===== src/rtl/seg_pkg.sv =====
// Shared seven-segment definitions for the hex display scanner.
// Holds the segment bit order, the blank pattern, and the 16-entry
// active-low hex glyph table. A segment bit of 0 means that segment is lit.
package seg_pkg;

    // seg_n[6:0] = {g, f, e, d, c, b, a}
    typedef enum int {
        SEG_A = 0,
        SEG_B = 1,
        SEG_C = 2,
        SEG_D = 3,
        SEG_E = 4,
        SEG_F = 5,
        SEG_G = 6
    } seg_bit_e;

    localparam int SEG_W = 7;

    typedef logic [SEG_W-1:0] seg_t;

    localparam seg_t SEG_BLANK = 7'h7F;

    localparam seg_t GLYPH_TABLE [16] = '{
        7'h40, 7'h79, 7'h24, 7'h30,
        7'h19, 7'h12, 7'h02, 7'h78,
        7'h00, 7'h10, 7'h08, 7'h03,
        7'h46, 7'h21, 7'h06, 7'h0E
    };

    function automatic seg_t hex_glyph(input logic [3:0] nibble);
        return GLYPH_TABLE[nibble];
    endfunction

endpackage


===== src/rtl/hex_display_scanner_if.sv =====
// Bus bundle between a display client and hex_display_scanner.
// Ports:
//   load        snapshot strobe
//   value       4*NUM_DIGITS bits to display; nibble 0 is the rightmost digit
//   dp_mask     per-digit decimal-point request (1 = lit)
//   blank_en    leading-zero blanking enable, used live
//   seg_n       active-low segments {g,f,e,d,c,b,a}
//   dp_n        active-low decimal point
//   an          one-hot digit enable
//   frame_done  one-cycle pulse per completed scan
interface hex_display_scanner_if #(
    parameter int NUM_DIGITS = 8
);
    logic                    load;
    logic [4*NUM_DIGITS-1:0] value;
    logic [NUM_DIGITS-1:0]   dp_mask;
    logic                    blank_en;
    logic [6:0]              seg_n;
    logic                    dp_n;
    logic [NUM_DIGITS-1:0]   an;
    logic                    frame_done;

    modport master (
        output load, value, dp_mask, blank_en,
        input  seg_n, dp_n, an, frame_done
    );

    modport slave (
        input  load, value, dp_mask, blank_en,
        output seg_n, dp_n, an, frame_done
    );
endinterface


===== src/rtl/seg7_hex_lut.sv =====
// Combinational hex-nibble to active-low seven-segment decoder.
// Ports:
//   nibble  4-bit hex digit
//   seg_n   active-low segments {g,f,e,d,c,b,a}
module seg7_hex_lut
    import seg_pkg::*;
(
    input  logic [3:0] nibble,
    output seg_t       seg_n
);

    always_comb begin
        seg_n = hex_glyph(nibble);
    end

endmodule


===== src/rtl/hex_display_scanner.sv =====
// Multiplexed hex display scanner. Snapshots a value on load, walks one
// digit per REFRESH_DIV clocks, and drives registered segment, decimal-point
// and anode outputs for the digit being scanned. Leading zeros above digit 0
// can be blanked with blank_en.
// Ports:
//   clk      system clock, rising edge
//   reset_n  synchronous active-low reset
//   bus      hex_display_scanner_if slave (load/value/dp_mask/blank_en in,
//            seg_n/dp_n/an/frame_done out)
module hex_display_scanner
    import seg_pkg::*;
#(
    parameter int NUM_DIGITS    = 8,
    parameter int REFRESH_DIV   = 50000,
    parameter bit AN_ACTIVE_LOW = 1'b1
) (
    input  logic                  clk,
    input  logic                  reset_n,
    hex_display_scanner_if.slave  bus
);

    localparam int IDX_W = (NUM_DIGITS > 1) ? $clog2(NUM_DIGITS) : 1;
    localparam int CNT_W = $clog2(REFRESH_DIV);

    localparam logic [CNT_W-1:0]      CNT_LAST   = CNT_W'(REFRESH_DIV - 1);
    localparam logic [IDX_W-1:0]      IDX_LAST   = IDX_W'(NUM_DIGITS - 1);
    localparam logic [NUM_DIGITS-1:0] AN_ALL_OFF = AN_ACTIVE_LOW ? '1 : '0;

    logic [CNT_W-1:0]        presc_q;
    logic [IDX_W-1:0]        idx_q;
    logic [4*NUM_DIGITS-1:0] snap_q;
    logic [NUM_DIGITS-1:0]   dp_q;

    logic                    tick;
    logic                    idx_last;
    logic [3:0]              nib [NUM_DIGITS];
    logic [NUM_DIGITS-1:0]   nz_at_or_above;
    logic [3:0]              cur_nib;
    seg_t                    glyph;
    seg_t                    seg_d;
    logic                    blank_cur;
    logic [NUM_DIGITS-1:0]   an_onehot;
    logic [NUM_DIGITS-1:0]   an_d;

    seg_t                    seg_q;
    logic                    dp_n_q;
    logic [NUM_DIGITS-1:0]   an_q;
    logic                    frame_done_q;

    assign tick     = (presc_q == CNT_LAST);
    assign idx_last = (idx_q == IDX_LAST);

    always_ff @(posedge clk) begin
        if (!reset_n) begin
            presc_q <= '0;
        end else if (tick) begin
            presc_q <= '0;
        end else begin
            presc_q <= presc_q + CNT_W'(1);
        end
    end

    // With a single digit idx_last is always true, so the index never moves.
    always_ff @(posedge clk) begin
        if (!reset_n) begin
            idx_q <= '0;
        end else if (tick) begin
            idx_q <= idx_last ? '0 : idx_q + IDX_W'(1);
        end
    end

    always_ff @(posedge clk) begin
        if (!reset_n) begin
            snap_q <= '0;
            dp_q   <= '0;
        end else if (bus.load) begin
            snap_q <= bus.value;
            dp_q   <= bus.dp_mask;
        end
    end

    // Chain of "some nibble at or above k is nonzero" flags, built from the
    // top digit down. Each stage lives in its own generate scope so the
    // chain does not fold back onto a single vector.
    for (genvar k = 0; k < NUM_DIGITS; k++) begin : g_lz
        logic nz;
        assign nib[k] = snap_q[4*k +: 4];
        if (k == NUM_DIGITS - 1) begin : g_top
            assign nz = |nib[k];
        end else begin : g_mid
            assign nz = (|nib[k]) | g_lz[k+1].nz;
        end
        assign nz_at_or_above[k] = nz;
    end

    assign cur_nib = nib[idx_q];

    seg7_hex_lut u_lut (
        .nibble (cur_nib),
        .seg_n  (glyph)
    );

    // Digit 0 is never blanked so an all-zero value still shows "0".
    assign blank_cur = bus.blank_en && (idx_q != '0) && !nz_at_or_above[idx_q];
    assign seg_d     = blank_cur ? SEG_BLANK : glyph;
    assign an_onehot = NUM_DIGITS'(1) << idx_q;
    assign an_d      = AN_ACTIVE_LOW ? ~an_onehot : an_onehot;

    always_ff @(posedge clk) begin
        if (!reset_n) begin
            seg_q        <= SEG_BLANK;
            dp_n_q       <= 1'b1;
            an_q         <= AN_ALL_OFF;
            frame_done_q <= 1'b0;
        end else begin
            seg_q        <= seg_d;
            dp_n_q       <= ~dp_q[idx_q];
            an_q         <= an_d;
            frame_done_q <= tick && idx_last;
        end
    end

    assign bus.seg_n      = seg_q;
    assign bus.dp_n       = dp_n_q;
    assign bus.an         = an_q;
    assign bus.frame_done = frame_done_q;

endmodule


===== src/flat_wrapper.sv =====
// flat-port wrapper written by rule: the top's interface ports become plain ports
module hex_display_scanner_flat import seg_pkg::*;
#(
    parameter int NUM_DIGITS    = 8,
    parameter int REFRESH_DIV   = 50000,
    parameter bit AN_ACTIVE_LOW = 1'b1
)
  (clk, reset_n, bus_load, bus_value, bus_dp_mask, bus_blank_en, bus_seg_n, bus_dp_n, bus_an, bus_frame_done);
  hex_display_scanner_if #(.NUM_DIGITS(NUM_DIGITS)) bus_i ();
  input  logic clk;
  input  logic reset_n;
  input wire logic [$bits(bus_i.load)-1:0] bus_load;
  input wire logic [$bits(bus_i.value)-1:0] bus_value;
  input wire logic [$bits(bus_i.dp_mask)-1:0] bus_dp_mask;
  input wire logic [$bits(bus_i.blank_en)-1:0] bus_blank_en;
  output wire logic [$bits(bus_i.seg_n)-1:0] bus_seg_n;
  output wire logic [$bits(bus_i.dp_n)-1:0] bus_dp_n;
  output wire logic [$bits(bus_i.an)-1:0] bus_an;
  output wire logic [$bits(bus_i.frame_done)-1:0] bus_frame_done;
  assign bus_i.load = bus_load;
  assign bus_i.value = bus_value;
  assign bus_i.dp_mask = bus_dp_mask;
  assign bus_i.blank_en = bus_blank_en;
  assign bus_seg_n = bus_i.seg_n;
  assign bus_dp_n = bus_i.dp_n;
  assign bus_an = bus_i.an;
  assign bus_frame_done = bus_i.frame_done;
  hex_display_scanner #(.NUM_DIGITS(NUM_DIGITS), .REFRESH_DIV(REFRESH_DIV), .AN_ACTIVE_LOW(AN_ACTIVE_LOW)) u_core (.clk(clk), .reset_n(reset_n), .bus(bus_i));
endmodule

===== config.mk =====
export PLATFORM = sky130hd
export DESIGN_NAME = hex_display_scanner_flat
export DESIGN_NICKNAME = d
export VERILOG_FILES = /design/src/rtl/seg_pkg.sv /design/src/rtl/hex_display_scanner_if.sv /design/src/rtl/seg7_hex_lut.sv /design/src/rtl/hex_display_scanner.sv /design/src/flat_wrapper.sv
export SDC_FILE = /design/constraint.sdc
export NUM_CORES = 1
export LEC_CHECK = 0
export ABC_AREA = 1
export CORE_MARGIN = 2
export CORE_UTILIZATION = 56
export CTS_CLUSTER_DIAMETER = 40
export DETAILED_ROUTE_END_ITERATION = 10
export GPL_ROUTABILITY_DRIVEN = 0
export PLACE_DENSITY = 0.94
export SETUP_SLACK_MARGIN = 0.05
export SLEW_MARGIN = 20
export SYNTH_ARGS = -nofsm -noshare
export SYNTH_HDL_FRONTEND = slang
export SYNTH_SLANG_ARGS = --single-unit
export TNS_END_PERCENT = 100

===== constraint.sdc =====
create_clock -name clk -period 4.4 [get_ports clk]
set_input_delay 0.66 -clock clk [delete_from_list [all_inputs] [get_ports clk]]
set_output_delay 0.66 -clock clk [all_outputs]
set_load 0.02 [all_outputs]

==> impl_metrics.ini, run 1 <==
[outcome]
status = completed

[sta]
rsz0062_at_grt = false
min_period_over_period = 0.505
fmax_mhz = 450
slew_headroom = 0.521
tightest_slew_ns = 0.717
finalSetupTns_ns = 0
skew_ns = 0.00983
setup_viol = 0
drv_slew = 0
final-hold-violation-count = 0
min_period_ns = 2.22

[detailed_routing]
drt_iter0_markers = 284
drc = 0
postRouteAntennaNets = 0
via_per_inst = 5.54
vias = 3621
drt-wirelength-per-cell_um = 13.5
drt-total-wl_um = 8800
dr.pass1.iters = 6

[pwr]
powerDensity_mw_per_mm2 = 346
peakVddDrop_v = 0.000220
power.leakage_nw = 1.91

[floorplanning]
die-height_um = 85.0
fp-row-count = 29
core_mm2 = 0.00635
ios = 61
die-width_um = 85.0
start_util = 0.578
dieArea_mm2 = 0.00722

[placement]
portBuffers = 60
hpwl_um = 6020
placed_cell_area_mm2 = 0.00427
post-place-cells = 638

[global_route]
track_usage = 0.252
grt_pass1_wl_um = 14800
antenna_found_initial = 0
grt_pass1_vias = 3454
grt_max_degree = 68
grt_overflow = 0

[critical_path]
cp-end-kind = flop
cp.required_ns = 4.65
ff2ff_setup_slack_ns = 2.18
startpoint = u_core.idx_q[1]
rr_startpoint = u_core.idx_q[1]
arrival_ns = 2.47
r2r_cells = 10
worstSetupEndpoint = u_core.bus.seg_n[5]
worstSetupStartpointType = flop
r2r_end = u_core.bus.seg_n[5]
crit_fanout = 18
critPathKind = reg -> reg

[clock_tree]
clk_pin_slew_ns = 0.08
insertion_delay_ns = 0.36
cts_tree = built
cts_root_buffer = clkbuf_8
cts.sinks = 76
clk_path_buf_depth = 2
cts_hold_buf = 0
post-cts-setup-buffers = 0
cts_max_level = 3
numCtsBuffers = 9
cts_resized = 0

[synthesis]
ys_async_sr_fraction = 0
synth_area_leaders = dfxtp_1, nand2_1, nand3_1, o21ai_0, nor2_1
syn-num-nets = 576
ys_seq_area_frac = 0.415
yosys_most_used_dff = dfxtp_1
syn_area_mm2 = 0.00367
yosysTopAreaCell = dfxtp_1
synth_edf_count = 0
synth.top_cell.area_share = 0.415
yosysWarnings = 0
synth_area_per_cell_um2 = 7.07
syn_inst = 519
synth.distinct_cells = 32
ys_ff_latch = 76

[layout]
n_antenna_cell = 0
instances_no_fill = 654
nets = 629
drive_gt1_frac = 0.0745
area_growth_pct = 22.7
layout_commonest_cell = nand2_1
layout_common_cells = nand2_1, dfxtp_1, clkdlybuf4s50_1
fin_area_mm2 = 0.00450
fillers = 475

[run]
maxCapViolCount = 0

[worst_hold_path]
hold_path_class = reg -> reg
==> synth_stat cells, types with 2 or more instances <==
master    instances
a21oi_1          39
nor2_2            2
o211ai_2          2
inv_2             5
buf_2             4
nor3_1            6
nand2_4           2
nand3_1          57
o21ai_0          45
nor2_1           59
nand4_1           6
buf_6             4
nand2_1         111
nand3_2           3
dfxtp_1          76
nand2_2           6
buf_4             2
nor4_1            2
xnor2_1           2
clkbuf_1         10
inv_1            53
ha_1             13
==> per-layer routing <==
metal	share of wire	vias up	track usage
met5	0	-	0
met4	0.024	0	0.123
met3	0.072	28	0.0438
met2	0.49	153	0.425
met1	0.41	1659	0.310
li1	-	1781	-
==> registers in the layout, summed over array words and instances (netlist names) <==
name / cells
u_core.snap_q: 32
u_core.presc_q: 16
u_core.bus.an: 8
u_core.dp_q: 8
u_core.bus.seg_n: 7
u_core.idx_q: 3
u_core.bus.dp_n: 1
u_core.bus.frame_done: 1
==> worst min-delay path by stage <==
stage | start | to | slack, ns | cells after the start
finish | u_core.presc_q[0] | u_core.presc_q[0] | 0.46 | 1
floorplan | u_core.presc_q[0] | u_core.presc_q[0] | 0.42 | 1
detailed placement | u_core.presc_q[0] | u_core.presc_q[0] | 0.44 | 1
CTS | u_core.presc_q[0] | u_core.presc_q[0] | 0.46 | 1
global placement | u_core.presc_q[0] | u_core.presc_q[0] | 0.43 | 1
global route | u_core.presc_q[0] | u_core.presc_q[0] | 0.48 | 1
==> through the flow <==
step / utilization / hold slack [ns] / total power [mW] / worst slack [ns]
6_report: 0.709 / 0.455 / 1.56 / 2.18
5_1_grt: 0.709 / 0.478 / 1.61 / 2.06
3_5_place_dp: 0.672 / 0.444 / 0.949 / 1.94
4_1_cts: 0.709 / 0.457 / 1.55 / 2.23
3_3_place_gp: 0.672 / 0.428 / 0.941 / 1.99
2_1_floorplan: - / 0.417 / 0.866 / 2.76
==> where the power goes <==
part / internal (mW) / switching (mW) / total (mW) / leakage (nW)
registers: 0.725 / 0.0156 / 0.740 / 0.627
logic: 0.0901 / 0.107 / 0.197 / 1.16
clock network: 0.364 / 0.255 / 0.619 / 0.122
total: 1.18 / 0.378 / 1.56 / 1.91
==> cells by family after synthesis <==
family	share of synthesized area
simple gates	0.314
compound gates	0.127
buf+inv	0.0924
flops	0.415
fa+ha+maj	0.0443
xor+xnor	0.00716
==> layout make-up <==
| class | instances | area [um2] | area share |
|---|---|---|---|
| clock buffer | 12 | 165 | 0.0367 |
| inverter | 58 | 218 | 0.0483 |
| sequential | 76 | 1520 | 0.338 |
| clock inverter | 4 | 70.1 | 0.0156 |
| timing repair buffer | 63 | 623 | 0.138 |
| multi-input combinational | 364 | 1810 | 0.402 |
| tap | 77 | 96.3 | 0.0214 |
==> critical path: stages (launching register included) <==
cell and delay, ns:
dfxtp_1 0.79, inv_2 0.28, nand3_1 0.16, nand3_1 0.10, nand2_2 0.16, inv_1 0.10, ha_1 0.22, nand3_1 0.12
nand2_1 0.07, nand2_1 0.05, nand3_1 0.06
Note: power is estimated with default switching activity, not from simulation.
==> inputs of run 2 (changes only) <==
CORE_UTILIZATION = 48   (was 56)
PLACE_DENSITY = 0.87   (was 0.94)
clock period = 1.8 ns   (was 4.4 ns; I/O delays follow)
==> run 2 against run 1 <==
Die area up 16%; non-clock buffer count up 12; clock power up 120%; routed wire length up 3.9%; global-route usage down 3.9 points; count of clock-buffer cells in the layout down 2; sequential cell count unchanged; core utilization down 6.7 points; register-to-register slack worse by 2.1 ns; sequential power up 140%; critical path type unchanged; largest power group unchanged; highest routed layer unchanged.
==> impl_metrics.ini, run 2 (synthesized netlist as in run 1, its figures left out) <==
[critical_path]
cp.required_ns = 2.04
crit_fanout = 8
cp-end-kind = flop
crit_path_max_incr_delay_ns = 0.40
worstSetupStartpointType = flop
rr_startpoint = u_core.idx_q[1]
ff2ff_setup_slack_ns = 0.11
crit_slowest_cell = dfxtp_2
critPathKind = reg -> reg
crit_buf_inv = 1
critPathMostFrequentCell = nand3_1
startpoint = u_core.idx_q[1]
cp.depth = 8
r2r_end = u_core.bus.seg_n[3]
crit_chain = buf_4, nand3_1, nand3_1, nand2_1, ha_1, nand3_1, nand3_1, nand3_1
worstSetupEndpoint = u_core.bus.seg_n[3]
arrival_ns = 1.93
r2r_cells = 8
critical-path-top-delay-family = simple AND/OR/NAND/NOR gates

[global_route]
met2_usage = 0.346
grt_pass1_vias = 3307
track_usage = 0.213
grt_max_degree = 47
groute.layer.met3.usage = 0.0581
top_usage_layer = met2
use_met1 = 0.269
grt_pass1_wl_um = 14400
antenna_found_initial = 0
grt_overflow = 0

[pwr]
power.leakage_nw = 1.98
powerDensity_mw_per_mm2 = 780
peakVddDrop_v = 0.000418

[sta]
fmax_mhz = 592
fin_ws_ns = 0.111
drv_slew = 0
setup_viol = 0
slew_headroom = 0.792
finalSetupTns_ns = 0
min_period_ns = 1.69
min_period_over_period = 0.939
tightest_slew_ns = 0.309
rsz0062_at_grt = false
skew_ns = 0.0134
final-hold-violation-count = 0

[detailed_routing]
dr.pass1.iters = 6
drt-total-wl_um = 9140
via_per_inst = 5.32
postRouteAntennaNets = 0
drc = 0
drt_iter0_markers = 397
vias = 3657
drt-wirelength-per-cell_um = 13.3

[run]
maxCapViolCount = 0

[placement]
portBuffers = 60
hpwl_um = 6420
pre_cts_ws_ns = 0.0378

[floorplanning]
start_util = 0.501
core_mm2 = 0.00733
fp-row-count = 31
die-width_um = 91.4
ios = 61
dieArea_mm2 = 0.00836
die-height_um = 91.4

[layout]
drive_gt1_frac = 0.105
top_regs = u_core.snap_q x32, u_core.presc_q x16
largest-register = u_core.snap_q
layout_common_cells = nand2_1, dfxtp_1, clkdlybuf4s50_1
register_area_mm2 = 0.00153
fillers = 600
layout_commonest_cell = nand2_1
n_antenna_cell = 0
largest_reg_flops = 32
area_growth_pct = 28.3
multi_input_area_mm2 = 0.00183
nets = 641

[outcome]
status = completed

[clock_tree]
cts_hold_buf = 0
cts.sinks = 76
clk_pin_slew_ns = 0.09
clk_path_buf_depth = 2
numCtsBuffers = 9
cts_root_buffer = clkbuf_8
cts_tree = built
cts_max_level = 3
insertion_delay_ns = 0.35

[worst_hold_path]
hold_path_class = reg -> reg
==> run 2: changes by cell type in the layout (fill, tap and decap cells not counted), moves of 2 or more <==
cell	change
buf_12	+4
buf_4	+6
clkbuf_16	+2
clkbuf_8	-2
clkinv_4	+2
dfxtp_1	-3
dfxtp_2	+2
inv_6	+3
nand3_1	-2
nand3_2	+2
==> run 2: how the worst min path moves through the flow <==
stage	start	endpoint	slack, ns	depth (start not counted)
6_report	u_core.presc_q[0]	u_core.presc_q[0]	0.46	1
5_1_grt	u_core.presc_q[0]	u_core.presc_q[0]	0.48	1
4_1_cts	u_core.presc_q[0]	u_core.presc_q[0]	0.46	1
3_5_place_dp	u_core.presc_q[0]	u_core.presc_q[0]	0.44	1
3_3_place_gp	u_core.presc_q[0]	u_core.presc_q[0]	0.43	1
2_1_floorplan	bus_value[27]	u_core.snap_q[27]	0.40	2
==> run 2: final cells by class <==
type	instances	area share
tap	99	0.0263
inverter	58	0.0473
clock inverter	6	0.0149
sequential	76	0.325
timing repair buffer	75	0.170
clock buffer	10	0.0292
multi-input combinational	364	0.388
==> run 2: metal layers <==
layer	wire, um	part of all wire
met1	3980	0.44
met2	4220	0.46
met3	728	0.080
met4	212	0.023
met5	0	0
==> run 2: power breakdown <==
group | internal, mW | total, mW | switching [mW]
Combinational | 0.237 | 0.513 | 0.275
Clock | 0.690 | 1.35 | 0.661
Sequential | 1.77 | 1.81 | 0.0397
Total | 2.70 | 3.67 | 0.976
==> run 2: per-stage QoR <==
| step | instances | hold slack [ns] | total power, mW | util | area (um2) |
|---|---|---|---|---|---|
| 3_3_place_gp | 667 | 0.429 | 2.33 | 0.600 | 4400 |
| 4_1_cts | 683 | 0.461 | 3.68 | 0.629 | 4610 |
| 6_report | 688 | 0.455 | 3.67 | 0.642 | 4710 |
| 3_5_place_dp | 667 | 0.441 | 2.34 | 0.600 | 4400 |
| 2_1_floorplan | 519 | 0.405 | 2.12 | - | 3670 |
| 5_1_grt | 688 | 0.484 | 3.83 | 0.642 | 4710 |
==> run 2: timing repair <==
action                                  in CTS  in global routing
pin swaps                                    1                  2
setup buffers                                0                  3
endpoints found under the setup margin       3                  6
gates cloned                                 0                  2
gates resized for setup                      3                  8
